## src/rtl/seg_pkg.sv

```systemverilog
// rtl/seg_pkg.sv - shared types and constants for the seven-segment scan controller
package seg_pkg;

    typedef enum logic {
        BLANK = 1'b0,
        DRIVE = 1'b1
    } scan_state_t;

    localparam int NIBBLE_W = 4;

endpackage

```

## src/rtl/seg_refresh_timer.sv

```systemverilog
// rtl/seg_refresh_timer.sv - slot tick counter and digit index for the scan controller
module seg_refresh_timer
    import seg_pkg::*;
#(
    parameter int NUM_DIGITS   = 4,
    parameter int REFRESH_DIV  = 50000,
    parameter int BLANK_CYCLES = 2,
    parameter int IDX_W        = $clog2(NUM_DIGITS),
    parameter int CNT_W        = (REFRESH_DIV > 1) ? $clog2(REFRESH_DIV) : 1
) (
    input  logic             clk,
    input  logic             rst,
    output logic             o_slot_start,
    output logic             o_slot_end,
    output logic             o_blank_done,
    output logic             o_frame_end,
    output logic [IDX_W-1:0] o_digit_idx,
    output logic [IDX_W-1:0] o_next_idx
);

    logic [CNT_W-1:0] r_tick_cnt;
    logic [IDX_W-1:0] r_digit_idx;
    logic             w_tick_last;
    logic             w_idx_last;
    logic [IDX_W-1:0] w_next_idx;

    assign w_tick_last = (r_tick_cnt == CNT_W'(REFRESH_DIV - 1));
    assign w_idx_last  = (r_digit_idx == IDX_W'(NUM_DIGITS - 1));

    // Digit index that will be current in the next cycle
    always_comb begin
        w_next_idx = r_digit_idx;
        if (w_tick_last) begin
            w_next_idx = w_idx_last ? '0 : r_digit_idx + IDX_W'(1);
        end
    end

    // Slot counter wraps every REFRESH_DIV cycles and advances the digit
    always_ff @(posedge clk) begin
        if (rst) begin
            r_tick_cnt  <= '0;
            r_digit_idx <= '0;
        end else begin
            r_tick_cnt  <= w_tick_last ? '0 : r_tick_cnt + CNT_W'(1);
            r_digit_idx <= w_next_idx;
        end
    end

    // blank_done marks the last blank cycle; with no blank interval it never fires
    generate
        if (BLANK_CYCLES > 0) begin : g_blank
            assign o_blank_done = (r_tick_cnt == CNT_W'(BLANK_CYCLES - 1)) && !w_tick_last;
        end else begin : g_no_blank
            assign o_blank_done = 1'b0;
        end
    endgenerate

    assign o_slot_start = (r_tick_cnt == '0);
    assign o_slot_end   = w_tick_last;
    assign o_frame_end  = w_tick_last && w_idx_last;
    assign o_digit_idx  = r_digit_idx;
    assign o_next_idx   = w_next_idx;

endmodule

```

## src/rtl/seg_scan_ctrl.sv

```systemverilog
// rtl/seg_scan_ctrl.sv - multiplexed seven-segment scan controller (option: SEG_LZ_BLANK_EN)
module seg_scan_ctrl
    import seg_pkg::*;
#(
    parameter int NUM_DIGITS   = 4,
    parameter int REFRESH_DIV  = 50000,
    parameter int BLANK_CYCLES = 2
) (
    input  logic                           clk,
    input  logic                           rst,
    input  logic                           load_valid,
    input  logic [NIBBLE_W*NUM_DIGITS-1:0] load_data,
    output logic                           load_ready,
    output logic [NIBBLE_W-1:0]            dec_nibble,
    output logic [NUM_DIGITS-1:0]          digit_en,
    output logic                           frame_start
);

    localparam int IDX_W = $clog2(NUM_DIGITS);
    localparam int CNT_W = (REFRESH_DIV > 1) ? $clog2(REFRESH_DIV) : 1;

    logic                           w_slot_start;
    logic                           w_slot_end;
    logic                           w_blank_done;
    logic                           w_frame_end;
    logic [IDX_W-1:0]               w_digit_idx;
    logic [IDX_W-1:0]               w_next_idx;

    scan_state_t                    r_state;
    scan_state_t                    w_next_state;
    logic [NUM_DIGITS-1:0]          r_digit_en;
    logic [NIBBLE_W*NUM_DIGITS-1:0] r_shadow;
    logic [NIBBLE_W*NUM_DIGITS-1:0] r_pending;
    logic                           r_pend_flag;
    logic [NUM_DIGITS-1:0]          w_lz_mask;
    logic [NIBBLE_W-1:0]            w_dec_nibble;

    seg_refresh_timer #(
        .NUM_DIGITS  (NUM_DIGITS),
        .REFRESH_DIV (REFRESH_DIV),
        .BLANK_CYCLES(BLANK_CYCLES),
        .IDX_W       (IDX_W),
        .CNT_W       (CNT_W)
    ) u_timer (
        .clk         (clk),
        .rst         (rst),
        .o_slot_start(w_slot_start),
        .o_slot_end  (w_slot_end),
        .o_blank_done(w_blank_done),
        .o_frame_end (w_frame_end),
        .o_digit_idx (w_digit_idx),
        .o_next_idx  (w_next_idx)
    );

    // Next scan state: every slot opens blanked unless there is no blank interval
    always_comb begin
        w_next_state = r_state;
        if (w_slot_end) begin
            w_next_state = (BLANK_CYCLES == 0) ? DRIVE : BLANK;
        end else if (w_blank_done) begin
            w_next_state = DRIVE;
        end
    end

`ifdef SEG_LZ_BLANK_EN
    // Suppressed digits: the unbroken run of zero nibbles from the top digit down, never digit 0
    always_comb begin
        logic v_zero_run;
        v_zero_run = 1'b1;
        w_lz_mask  = '0;
        for (int i = NUM_DIGITS - 1; i > 0; i--) begin
            v_zero_run   = v_zero_run && (r_shadow[NIBBLE_W*i +: NIBBLE_W] == '0);
            w_lz_mask[i] = v_zero_run;
        end
    end
`else
    assign w_lz_mask = '0;
`endif

    // Scan FSM; digit_en is registered from next-cycle state so it lines up with tick_cnt
    always_ff @(posedge clk) begin
        if (rst) begin
            r_state    <= BLANK;
            r_digit_en <= '1;
        end else begin
            r_state <= w_next_state;
            if (w_next_state == DRIVE && !w_lz_mask[w_next_idx]) begin
                r_digit_en <= ~(NUM_DIGITS'(1) << w_next_idx);
            end else begin
                r_digit_en <= '1;
            end
        end
    end

    // Word intake and frame-boundary apply; a word can only be accepted while nothing is pending
    always_ff @(posedge clk) begin
        if (rst) begin
            r_shadow    <= '0;
            r_pending   <= '0;
            r_pend_flag <= 1'b0;
        end else if (w_frame_end && r_pend_flag) begin
            r_shadow    <= r_pending;
            r_pend_flag <= 1'b0;
        end else if (load_valid && !r_pend_flag) begin
            r_pending   <= load_data;
            r_pend_flag <= 1'b1;
        end
    end

    // Select the current digit's nibble for the shared decoder
    always_comb begin
        w_dec_nibble = '0;
        for (int i = 0; i < NUM_DIGITS; i++) begin
            if (w_digit_idx == IDX_W'(i)) begin
                w_dec_nibble = r_shadow[NIBBLE_W*i +: NIBBLE_W];
            end
        end
    end

    assign load_ready  = !r_pend_flag;
    assign dec_nibble  = w_dec_nibble;
    assign digit_en    = r_digit_en;
    assign frame_start = w_slot_start && (w_digit_idx == '0);

endmodule
```

## config.mk

```make
export PLATFORM = sky130hd
export DESIGN_NAME = seg_scan_ctrl
export DESIGN_NICKNAME = d
export VERILOG_FILES = /design/src/rtl/seg_pkg.sv /design/src/rtl/seg_refresh_timer.sv /design/src/rtl/seg_scan_ctrl.sv
export SDC_FILE = /design/constraint.sdc
export NUM_CORES = 1
export LEC_CHECK = 0
export CAP_MARGIN = 20
export CORE_ASPECT_RATIO = 0.8
export CORE_UTILIZATION = 59
export CTS_CLUSTER_DIAMETER = 30
export DETAILED_ROUTE_END_ITERATION = 16
export GPL_ROUTABILITY_DRIVEN = 0
export PLACE_DENSITY = 0.85
export SYNTH_ARGS = -nofsm -noshare
export SYNTH_HDL_FRONTEND = slang
export SYNTH_SLANG_ARGS = --single-unit
```

## constraint.sdc

```tcl
create_clock -name clk -period 5.15 [get_ports clk]
set_input_delay 1.03 -clock clk [delete_from_list [all_inputs] [get_ports clk]]
set_output_delay 1.03 -clock clk [all_outputs]
set_load 0.1 [all_outputs]
```

### Yosys cells after proc, flatten, opt, wreduce, memory -nomap -nowiden

Index checks and enable logic that the tools add are counted.

* add/subtract/negate cells: 2
* order comparisons: 1
* equal/unequal tests: 5
* shift-type cells: 1
* multiplexer cells: 10
* bitwise operators: 3
* reduce and logical (&&, ||, !) cells: 15

Operators with widths (count)
* 16-bit by 1-bit adder with 16-bit output, second input constant: 1
* 16-bit by 1-bit == test with 1-bit output, second input constant: 1
* 16-bit == test, second input constant: 1
* 16-bit logical NOT: 1
* 4-bit two-way mux: 4
* 1-bit logical AND: 6
* 2-bit OR reduction: 3
* 2-bit == test, second input constant: 2
* 2-bit two-way mux: 2
* 4-bit NOT: 1
* 1-bit by 2-bit << shifter with 4-bit output, first input constant: 1
* 1-bit logical NOT: 3
* 2-bit by 3-bit < comparator with 1-bit output, second input constant: 1
* 1-bit two-way mux: 3
* 2-bit by 1-bit adder with 2-bit output, second input constant: 1
* 1-bit binary-select mux with 2-bit select: 1
* 2-bit by 1-bit == test with 1-bit output, second input constant: 1
* 2-bit logical NOT: 1
* 1-bit NOT: 2
* 2-bit AND reduction: 1

* bits in registers: 56
* input bits: 19
* word-level logic and storage cells: 44

### Longest topological paths before layout

Gate-level depths: netlist of run 1.

* depth in word-level cells: 9
* gate-level depth with buffers: 7
* depth with buffers taken out: 6

### Modules after synthesis

A second synthesis of run 1 with hierarchy kept.

* cells, all modules: 266
* area, all modules: 2316.0 um2

Modules (own cells, without submodules)
* seg_scan_ctrl: instances 1, cells an instance 164, area each 1423.9 um2
* seg_refresh_timer: instances 1, cells an instance 102, area each 892.1 um2

### Worst setup path before layout of run 1

No wires, ideal clock.

* kind: register to output
* from: register u_timer.r_digit_idx[1] (netlist: u_timer.o_digit_idx[1])
* to: output dec_nibble[0]
* data arrival time: 3.153 ns
* data required time: 4.120 ns
* setup slack: 0.967 ns
* stages on the path, launching flop included: 7
* path buffers: 0
* cell sequence: dfxtp_1 -> inv_1 -> ha_1 -> nand3b_1 -> a21oi_1 -> a21oi_1 -> o21ai_0

* cells in the longest elaborated chain, start to end: 5
* elaborated cells on any way between the ends: 8

RTL lines
* start: declaration: line seg_refresh_timer.sv:22 `logic [IDX_W-1:0] r_digit_idx;`
* start signal: assignment: line seg_refresh_timer.sv:45 `r_digit_idx <= w_next_idx;`
* 2-bit logical NOT: line seg_scan_ctrl.sv:114 `if (w_digit_idx == IDX_W'(i)) begin`
* 4-bit two-way mux (3 in series): line seg_scan_ctrl.sv:114
* 4-bit two-way mux (*): line seg_scan_ctrl.sv:114
* end: declaration: line seg_scan_ctrl.sv:14 `output logic [NIBBLE_W-1:0] dec_nibble,`

Mark *: on every way between the ends. The rest lies on a longest branch, timed or not.

### Worst setup path after layout of run 1

* from: register u_timer.r_digit_idx[1] (netlist: u_timer.o_digit_idx[1])
* to: output dec_nibble[3]

The elaborated chain is that of the path after synthesis.

==> summary.md, run 1 <==
| Metric | Value |
|---|---|
| Syn_area_per_cell | `8.72 um^2` |
| Die Ht | `60.5 um` |
| Clock root buffer | `clkbuf_8` |
| Syn nets | `316` |
| Arrival @ worst endpoint | `2.92 ns` |
| Total wire length | `5310 um` |
| Hold Vio Cnt, Final | `0` |
| Peak VDD IR | `282 uV` |
| Crit Path Max Fanout | `8` |
| Net Sw Power | `196 uW` |
| Worst reg-to-reg setup slack | `2.99 ns` |
| Setup CP Type | `reg -> out` |
| Met1 Track Usage GR | `0.372` |
| Sum Neg Setup Slack | `0 ns` |
| Vias per cell | `5.44` |
| GR met3 Demand/Resource | `0.0515` |
| TritonCTS clock tree | `built` |
| Hold Startpoint | `r_pending[8]` |
| First-pass GRT wire length | `8580 um` |
| Yosys top cell by area | `dfxtp_1` |
| Status | `complete, no violations` |
| Drt wl/cell | `14.3 um` |
| Adder-cell area share of the yosys netlist | `0.0347` |
| # nets final | `340` |
| Routed via count | `2011` |
| Period Utilization, post-route | `0.767` |
| R2R Path Start | `u_timer.r_tick_cnt[0]` |
| Fillcell total | `341` |
| Crit-path cells | `inv_1, ha_1, nand3b_1, a21oi_1, a21oi_1, o21ai_0, clkdlybuf4s50_1` |
| Cells after synthesis | `290` |
| Drc violations | `0` |
| Layout cells sized above 1 | `0.0635` |
| Layout overhead on the synthesized area | `16.1%` |
| Setup Viol. Count Final | `0` |
| Slew Viols, Final | `0` |
| Post-place setup slack | `1.59 ns` |
| First-pass iteration count of the detailed router | `4` |
| Library cells used by synthesis | `36` |
| Final HPWL DP | `3780 um` |
| Final min period | `3.95 ns` |
| Drt initial violations | `129` |
| Slowest-stage cell, CP | `clkdlybuf4s50_1` |
| Die Wd | `75.2 um` |
| CTS buffer count | `5` |
| Sequential Power Share | `0.553` |
| Full die area | `4550 um^2` |
| Vias in the first global route | `1816` |
| Most frequent cells after synthesis | `56 x dfxtp_1, 47 x nand2_1, 32 x nand2b_1` |
| Post-CTS setup buffer count | `0` |
| Top-count cell post-synth | `dfxtp_1` |
| WP data required | `4.12 ns` |
| XOR/XNOR share of the synthesized area | `0.0381` |
| Yosys warnings | `0` |
| PortBufs | `28` |
| Mux cell area share after synthesis | `0.0634` |
| RR Endpoint | `r_shadow[2]` |
| Clk Latency, worst-skew pair | `0.31 ns` |
| Detail Route Antenna Nets | `0` |
| Max_slew headroom | `0.327` |
| Combinational share of power | `0.099` |
| Fmax | `0.253 GHz` |
| Reg2Reg Depth | `6` |
| All-Layer GR Usage | `0.256` |
| P per Cell Area | `278 nW/um^2` |
| Clock Sinks | `56` |
| Worst Tran Pin Value | `1.01 ns` |
| Synth Flop Type | `dfxtp_1` |
| I/O pin cnt | `29` |
| Clock Tree Buf Depth | `2` |
| Setup WS post-layout | `1.20 ns` |
| Async S/R FF share, synth | `0` |
| Worst hold stages | `2` |
| Worst path most repeated cell | `a21oi_1` |
| Num rows | `20` |
| Clk pwr share | `0.348` |
| Hold_ws | `0.461 ns` |
| CTS H-tree lvls | `2` |
| Critical path's largest stage delay | `1.18 ns` |
| Grt ovf | `0` |
| Antenna violations before repair | `0` |
| # hold bufs at CTS | `0` |
| CORE AREA | `3950 um^2` |
| Largest family of logic cells by synthesized area | `simple AND/OR/NAND/NOR gates` |
| Static leakage | `0.000973 uW` |
| Starting Density | `0.639` |
| WHS Endpoint | `r_pending[8]` |
| Largest net degree at the start of global routing | `33` |
| Area contributors post-synth | `dfxtp_1 44%, nand2b_1 7.9%, nand2_1 7.0%` |
| Clock-pin transition on the worst setup and hold timing paths | `0.09 ns` |
| Switching share of total power | `0.240` |
| Register area share after synthesis | `0.444` |
| CP endpoint kind | `output port` |
| Worst setup SP type | `flip-flop` |
| N_diodes | `0` |
| Routing usage on met2 | `0.390` |
| Busiest layer in global routing | `met2` |
| Synth top area share | `0.444` |
| Post-CTS sizing | `0` |
| Flops & latches, synth | `56` |
| RSZ-0062 raised after global routing | `false` |
| Skew final | `0.00606 ns` |
| Max-cap violations | `0` |
| P_int | `621 uW` |
| Hold Path Class | `reg -> reg` |
| Post-synthesis simple-gate area fraction | `0.291` |
| Post-synth EDFFs | `0` |
| Post-synthesis compound-gate area fraction | `0.0851` |
| Area of the mapped netlist | `2530 um^2` |
==> final cells by class <==
cell class / count / area (um^2) / share of cell area
clock buffers: 5 / 68.8 / 0.0234
repair buffers: 31 / 307 / 0.104
clock inverters: 3 / 42.5 / 0.0145
well taps: 55 / 68.8 / 0.0234
inverters: 9 / 33.8 / 0.0115
multi-input cells: 211 / 1290 / 0.441
flip-flops and latches: 56 / 1120 / 0.382
==> metal layers <==
metal  share of wire  vias up
li1                -     1016
met1            0.49      932
met2            0.45       61
met3           0.058        2
met4          0.0036        0
met5               0        -
==> layout by cell type, fill, tap and decap left out, types with 3 or more instances in the layout <==
master	count
nor2_1	15
ha_1	7
o21ai_0	7
xnor2_1	9
a21oi_1	30
clkbuf_8	5
nand3_1	6
nor3_1	6
nor4_1	4
dfxtp_1	56
nand2_1	47
inv_1	9
nand4_1	5
mux2i_1	16
nand3b_1	4
clkdlybuf4s50_1	28
or4_1	3
nand2b_1	32
==> metrics by stage <==
stage	std cells	utilization	cell area (um^2)	power [uW]
finish	370	0.742	2940	816
global route	370	0.742	2940	844
global placement	361	0.711	2810	538
detailed placement	362	0.714	2820	542
CTS	370	0.742	2940	824
floorplan	290	-	2530	512
==> how the worst max path moves through the flow <==
stage                          endpoint  slack, ns  cells after the start                    from
after global routing      dec_nibble[3]       1.09                      7  u_timer.o_digit_idx[1]
final                     dec_nibble[3]       1.20                      7  u_timer.o_digit_idx[1]
after global placement      frame_start       1.68                      4  u_timer.r_tick_cnt[10]
after CTS                 dec_nibble[3]       1.24                      7  u_timer.o_digit_idx[1]
after floorplan           dec_nibble[0]       0.97                      6  u_timer.o_digit_idx[1]
after detailed placement  dec_nibble[3]       1.59                      7  u_timer.o_digit_idx[1]
==> power by group through the flow <==
stage                     clock, uW  sequential (uW)  combinational [uW]
after detailed placement          0              462                80.2
after global routing            304              453                86.9
after global placement            0              461                77.5
final                           284              452                80.5
after floorplan                   0              465                46.6
after CTS                       292              452                80.7
==> worst max-delay path: cells and delay by family (launching register included) <==
family                   cells  cell delay (ns)
adder cells (fa/ha/maj)      1             0.28
buffers and inverters        2             1.30
AO/OA/AOI/OAI                3             0.41
AND/OR/NAND/NOR              1             0.19
flip-flops                   1             0.43
==> sequential cells by signal, indices dropped and copies added, names as in the netlist <==
signal and flops:
r_pending 16, r_shadow 16, u_timer.r_tick_cnt 16, digit_en 4
u_timer.o_digit_idx 2, r_pend_flag 1, r_state 1
==> cells by family after synthesis <==
group	count (synthesis)
xor gates and xnor gates	11
DFF	56
and+or+nand+nor	136
muxes	16
adders and majority gates	7
AOI/OAI and AO/OA	41
buffers and inverters	23
Note: power is estimated with default switching activity, not from simulation.
==> run 2, diff against run 1 <==
--- a/config.mk
+++ b/config.mk
@@ -7,11 +7,11 @@
 export LEC_CHECK = 0
 export CAP_MARGIN = 20
 export CORE_ASPECT_RATIO = 0.8
-export CORE_UTILIZATION = 59
+export CORE_UTILIZATION = 55
 export CTS_CLUSTER_DIAMETER = 30
 export DETAILED_ROUTE_END_ITERATION = 16
 export GPL_ROUTABILITY_DRIVEN = 0
-export PLACE_DENSITY = 0.85
+export PLACE_DENSITY = 0.8
 export SYNTH_ARGS = -nofsm -noshare
 export SYNTH_HDL_FRONTEND = slang
 export SYNTH_SLANG_ARGS = --single-unit
==> constraint.sdc (replaced) <==
create_clock -name clk -period 3.7 [get_ports clk]
set_input_delay 0.74 -clock clk [delete_from_list [all_inputs] [get_ports clk]]
set_output_delay 0.74 -clock clk [all_outputs]
set_load 0.1 [all_outputs]
==> run 2 against run 1 <==
Net effect:
- sequential share of layout area increased by 0.18 points
- first-iteration DRC count down 56%
- final cell count increased by 0.54%
- worst setup slack got worse by 0.26 ns
- clock power increased by 41%
- global-route usage is 4.0 points lower
- power increased by 39%
- non-clock buffer count unchanged
- clock skew is 0.0012 ns higher
- register-to-register slack got worse by 1.3 ns
- combinational power is 35% higher
- largest cell class unchanged
==> summary.md, run 2 (synthesis gave the netlist of run 1 again) <==
| Metric | Value |
|---|---|
| Arrival @ worst endpoint | `2.02 ns` |
| RSZ-0062 raised after global routing | `false` |
| # hold bufs at CTS | `0` |
| Grt ovf | `0` |
| Total wire length | `4840 um` |
| Net Sw Power | `275 uW` |
| Util after Layout | `0.682` |
| Layout overhead on the synthesized area | `15.6%` |
| Vias in the first global route | `1787` |
| Multi-input gate area | `1290 um^2` |
| Layout cells sized above 1 | `0.0794` |
| TritonCTS clock tree | `built` |
| CORE AREA | `4280 um^2` |
| Final min period | `2.76 ns` |
| Drt initial violations | `57` |
| Worst setup SP type | `flip-flop` |
| Vias per cell | `5.22` |
| Peak VDD IR | `262 uV` |
| Fmax | `0.362 GHz` |
| Skew final | `0.00729 ns` |
| Commonest non-fill, non-tap cells in the layout | `56 x dfxtp_1, 47 x nand2_1, 32 x nand2b_1` |
| P_int | `863 uW` |
| First-pass GRT wire length | `8080 um` |
| Largest net degree at the start of global routing | `38` |
| Status | `complete, no violations` |
| N_diodes | `0` |
| Sequential Power Share | `0.552` |
| Combinational share of power | `0.096` |
| Crit Path Max Fanout | `8` |
| Fin area | `2920 um^2` |
| # nets final | `340` |
| First-pass iteration count of the detailed router | `4` |
| Starting Density | `0.590` |
| All-Layer GR Usage | `0.215` |
| Switching share of total power | `0.241` |
| Post-place setup slack | `1.32 ns` |
| Setup WS post-layout | `0.940 ns` |
| WP data required | `2.96 ns` |
| Setup CP Type | `reg -> out` |
| Period Utilization, post-route | `0.746` |
| Die Ht | `62.6 um` |
| CTS H-tree lvls | `2` |
| Clk pwr share | `0.352` |
| Drt wl/cell | `13.0 um` |
| Register area | `1120 um^2` |
| P per Cell Area | `389 nW/um^2` |
| CTS buffer count | `5` |
| CP endpoint kind | `output port` |
| Post-CTS setup buffer count | `0` |
| Clock Sinks | `56` |
| Hold Vio Cnt, Final | `0` |
| Clk Latency, worst-skew pair | `0.32 ns` |
| PortBufs | `28` |
| Final HPWL DP | `3350 um` |
| Routed via count | `1942` |
| Max-cap violations | `0` |
| Largest registers | `r_pending (16), r_shadow (16), u_timer.r_tick_cnt (16)` |
| Max_slew headroom | `0.343` |
| Clock-pin transition on the worst setup and hold timing paths | `0.10 ns` |
| Most common cell after layout, fill and taps aside | `dfxtp_1` |
| Dpl cell area | `2810 um^2` |
| Sum Neg Setup Slack | `0 ns` |
| Clock Tree Buf Depth | `2` |
| Num rows | `21` |
| Die Wd | `77.8 um` |
| Antenna violations before repair | `0` |
| Slew Viols, Final | `0` |
| Post-CTS sizing | `0` |
| Worst Tran Pin Value | `0.982 ns` |
| Setup Viol. Count Final | `0` |
| Hold Path Class | `reg -> reg` |
| Fillcell total | `355` |
| Clock root buffer | `clkbuf_8` |
| Drc violations | `0` |
| I/O pin cnt | `29` |
| Full die area | `4870 um^2` |
| Power Total | `1140 uW` |
| Detail Route Antenna Nets | `0` |
| Static leakage | `0.000983 uW` |
[run 2: area by class of cell]
cell class / instances / area share
Multi-Input combinational cell: 211 / 0.443
Sequential cell: 56 / 0.384
Timing Repair Buffer: 31 / 0.0994
Tap cell: 57 / 0.0244
Clock buffer: 5 / 0.0236
Clock inverter: 3 / 0.0146
Inverter: 9 / 0.0116
[run 2: path summary, 6_finish.rpt]
kind                                              from            end  slack (ns)  cells past startpoint
worst min register to register            r_pending[8]   r_pending[8]        0.46                      2
worst max-delay path            u_timer.o_digit_idx[1]  dec_nibble[1]        0.94                      7
worst min-delay path                      r_pending[8]   r_pending[8]        0.46                      2
worst max register to register   u_timer.r_tick_cnt[0]    r_shadow[3]        1.68                      6
[run 2: metrics by stage]
step | hold slack, ns | std cells
global placement | 0.445 | 364
detailed placement | 0.449 | 364
finish | 0.462 | 372
CTS | 0.463 | 372
floorplan | 0.424 | 290
global route | 0.477 | 372
[run 2: worst max-delay path, cell delays in order (launching register included)]
cell and delay, ns:
dfxtp_1 0.44, inv_1 0.13, ha_1 0.28, nand3b_1 0.19, a21oi_1 0.16, a21oi_1 0.06, o21ai_1 0.15, buf_4 0.31
[run 2: routing by layer]
layer	vias up	wire (um)	GRT usage
li1	1016	-	-
met1	886	2360	0.274
met2	33	2210	0.348
met4	0	57	0.0920
met5	-	0	0
met3	7	214	0.0496
[run 2: power by group through the flow]
stage,clock network [uW],logic [uW],registers (uW)
after floorplan,0,64.9,648
after global placement,0,108,641
after detailed placement,0,109,642
after CTS,413,109,628
after global routing,440,119,630
final,400,109,628
==> run 3, diff against run 2 <==
--- a/config.mk
+++ b/config.mk
@@ -7,11 +7,11 @@
 export LEC_CHECK = 0
 export CAP_MARGIN = 20
 export CORE_ASPECT_RATIO = 0.8
-export CORE_UTILIZATION = 55
+export CORE_UTILIZATION = 50
 export CTS_CLUSTER_DIAMETER = 30
 export DETAILED_ROUTE_END_ITERATION = 16
 export GPL_ROUTABILITY_DRIVEN = 0
-export PLACE_DENSITY = 0.8
+export PLACE_DENSITY = 0.77
 export SYNTH_ARGS = -nofsm -noshare
 export SYNTH_HDL_FRONTEND = slang
 export SYNTH_SLANG_ARGS = --single-unit
==> constraint.sdc (replaced) <==
create_clock -name clk -period 2.5 [get_ports clk]
set_input_delay 0.5 -clock clk [delete_from_list [all_inputs] [get_ports clk]]
set_output_delay 0.5 -clock clk [all_outputs]
set_load 0.1 [all_outputs]
==> run 3 against run 2 <==
Net effect:
- routed wire length is 0.66% lower
- via count is 0.88% lower
- clock power is 44% higher
- sequential share of layout area is 0.90 points lower
- worst hold slack worse by 0.0049 ns
- first-iteration DRC count is 28% higher
==> summary.md, run 3 (synthesis gave the netlist of run 1 again) <==
| Metric | Value |
|---|---|
| Status | `complete, no violations` |
| P per Cell Area | `560 nW/um^2` |
| Max-cap violations | `0` |
| Hold Path Class | `reg -> reg` |
| Die Ht | `65.6 um` |
| PortBufs | `28` |
| CTS buffer count | `5` |
| Layout overhead on the synthesized area | `18.5%` |
| Num rows | `22` |
| WP data required | `2.00 ns` |
| Worst hold stages | `1` |
| Setup Viol. Count Final | `0` |
| RSZ-0062 raised after global routing | `false` |
| Total wire length | `4810 um` |
| Drc violations | `0` |
| Final min period | `2.40 ns` |
| Slew Viols, Final | `0` |
| Arrival @ worst endpoint | `1.90 ns` |
| CP endpoint kind | `output port` |
| Fillcell total | `391` |
| Post-place setup slack | `0.438 ns` |
| Layout cells sized above 1 | `0.111` |
| First-pass iteration count of the detailed router | `4` |
| Most common cell after layout, fill and taps aside | `dfxtp_1` |
| Clock root buffer | `clkbuf_8` |
| Skew final | `0.00739 ns` |
| Commonest non-fill, non-tap cells in the layout | `55 x dfxtp_1, 47 x nand2_1, 32 x nand2b_1` |
| All-Layer GR Usage | `0.200` |
| N_diodes | `0` |
| Vias per cell | `5.12` |
| Setup WS post-layout | `0.0978 ns` |
| Cells after DPL | `368` |
| Routed via count | `1925` |
| Post-CTS setup buffer count | `0` |
| Max_slew headroom | `0.596` |
| Worst setup SP type | `flip-flop` |
| # nets final | `341` |
| First-pass GRT wire length | `8260 um` |
| Multi-input gate area | `1310 um^2` |
| Die Wd | `81.5 um` |
| Vias in the first global route | `1807` |
| Register area | `1120 um^2` |
| Crit Path Max Fanout | `3` |
| TritonCTS clock tree | `built` |
| Drt initial violations | `73` |
| Largest net degree at the start of global routing | `26` |
| Util after Layout | `0.636` |
| Hold_ws | `0.458 ns` |
| Period Utilization, post-route | `0.961` |
| Final HPWL DP | `3350 um` |
| Hold Vio Cnt, Final | `0` |
| Grt ovf | `0` |
| # hold bufs at CTS | `0` |
| Setup CP Type | `reg -> out` |
| Drt wl/cell | `12.8 um` |
| Peak VDD IR | `392 uV` |
| Sum Neg Setup Slack | `0 ns` |
| I/O pin cnt | `29` |
| Full die area | `5340 um^2` |
| Clock Sinks | `56` |
| Antenna violations before repair | `0` |
| Static leakage | `0.00101 uW` |
| Fin cells | `376` |
| Detail Route Antenna Nets | `0` |
| Worst Tran Pin Value | `0.604 ns` |
| CTS H-tree lvls | `2` |
| Clk Latency, worst-skew pair | `0.30 ns` |
| Fmax | `0.416 GHz` |
| Clock-pin transition on the worst setup and hold timing paths | `0.10 ns` |
| Largest registers | `r_pending (16), r_shadow (16), u_timer.r_tick_cnt (16)` |
| Clock Tree Buf Depth | `2` |
| Starting Density | `0.537` |
| CORE AREA | `4710 um^2` |
| Reg2Reg Depth | `6` |
-- run 3: cell types whose count changed in the layout (fill, tap and decap cells not counted), sizes merged --
cell           previous run  this run
clkdlybuf4s50            23        18
buf                       8        14
clkbuf                    5         6
clkinvlp                  1         0
-- run 3: worst max-delay path: stages (launching register included) --
cell	delay, ns
dfxtp_1	0.34
or4_4	0.55
and4b_2	0.30
and3_1	0.21
buf_12	0.18
-- run 3: area by class of cell --
cell class	instances	share of cell area
tap	60	0.0251
inverter	9	0.0113
multi-input combinational	211	0.437
timing repair buffer	32	0.116
clock buffer	6	0.0242
sequential	56	0.375
clock inverter	2	0.0117
-- run 3: stage by stage --
stage               total power (uW)  instance area, um^2
floorplan                       1050                 2540
global placement                1120                 2890
detailed placement              1120                 2890
CTS                             1690                 2990
global route                    1750                 3000
finish                          1680                 3000
-- run 3: path summary, 6_finish.rpt --
kind                     startpoint  slack, ns           to
max          u_timer.r_tick_cnt[10]        0.1  frame_start
min          u_timer.o_digit_idx[1]       0.46  digit_en[2]
max reg2reg   u_timer.r_tick_cnt[0]       0.47  r_shadow[8]
min reg2reg  u_timer.o_digit_idx[1]       0.46  digit_en[2]
-- run 3: routing by layer --
layer,up-vias,GRT usage,routed length [um]
li1,1019,-,-
met1,864,0.288,2600
met2,34,0.301,1970
met3,8,0.0389,188
met4,0,0.0536,52
met5,-,0,0
-- run 3: report_power, final --
part	internal, uW	switching [uW]
Clock	298	278
Combinational	72.6	98.8
Sequential	915	15.0
Total	1280	391
-- run 3: what timing repair did --
item	CTS	global route
resized for setup	0	1
setup endpoints to repair	0	3
endpoints found under the hold margin	0	0
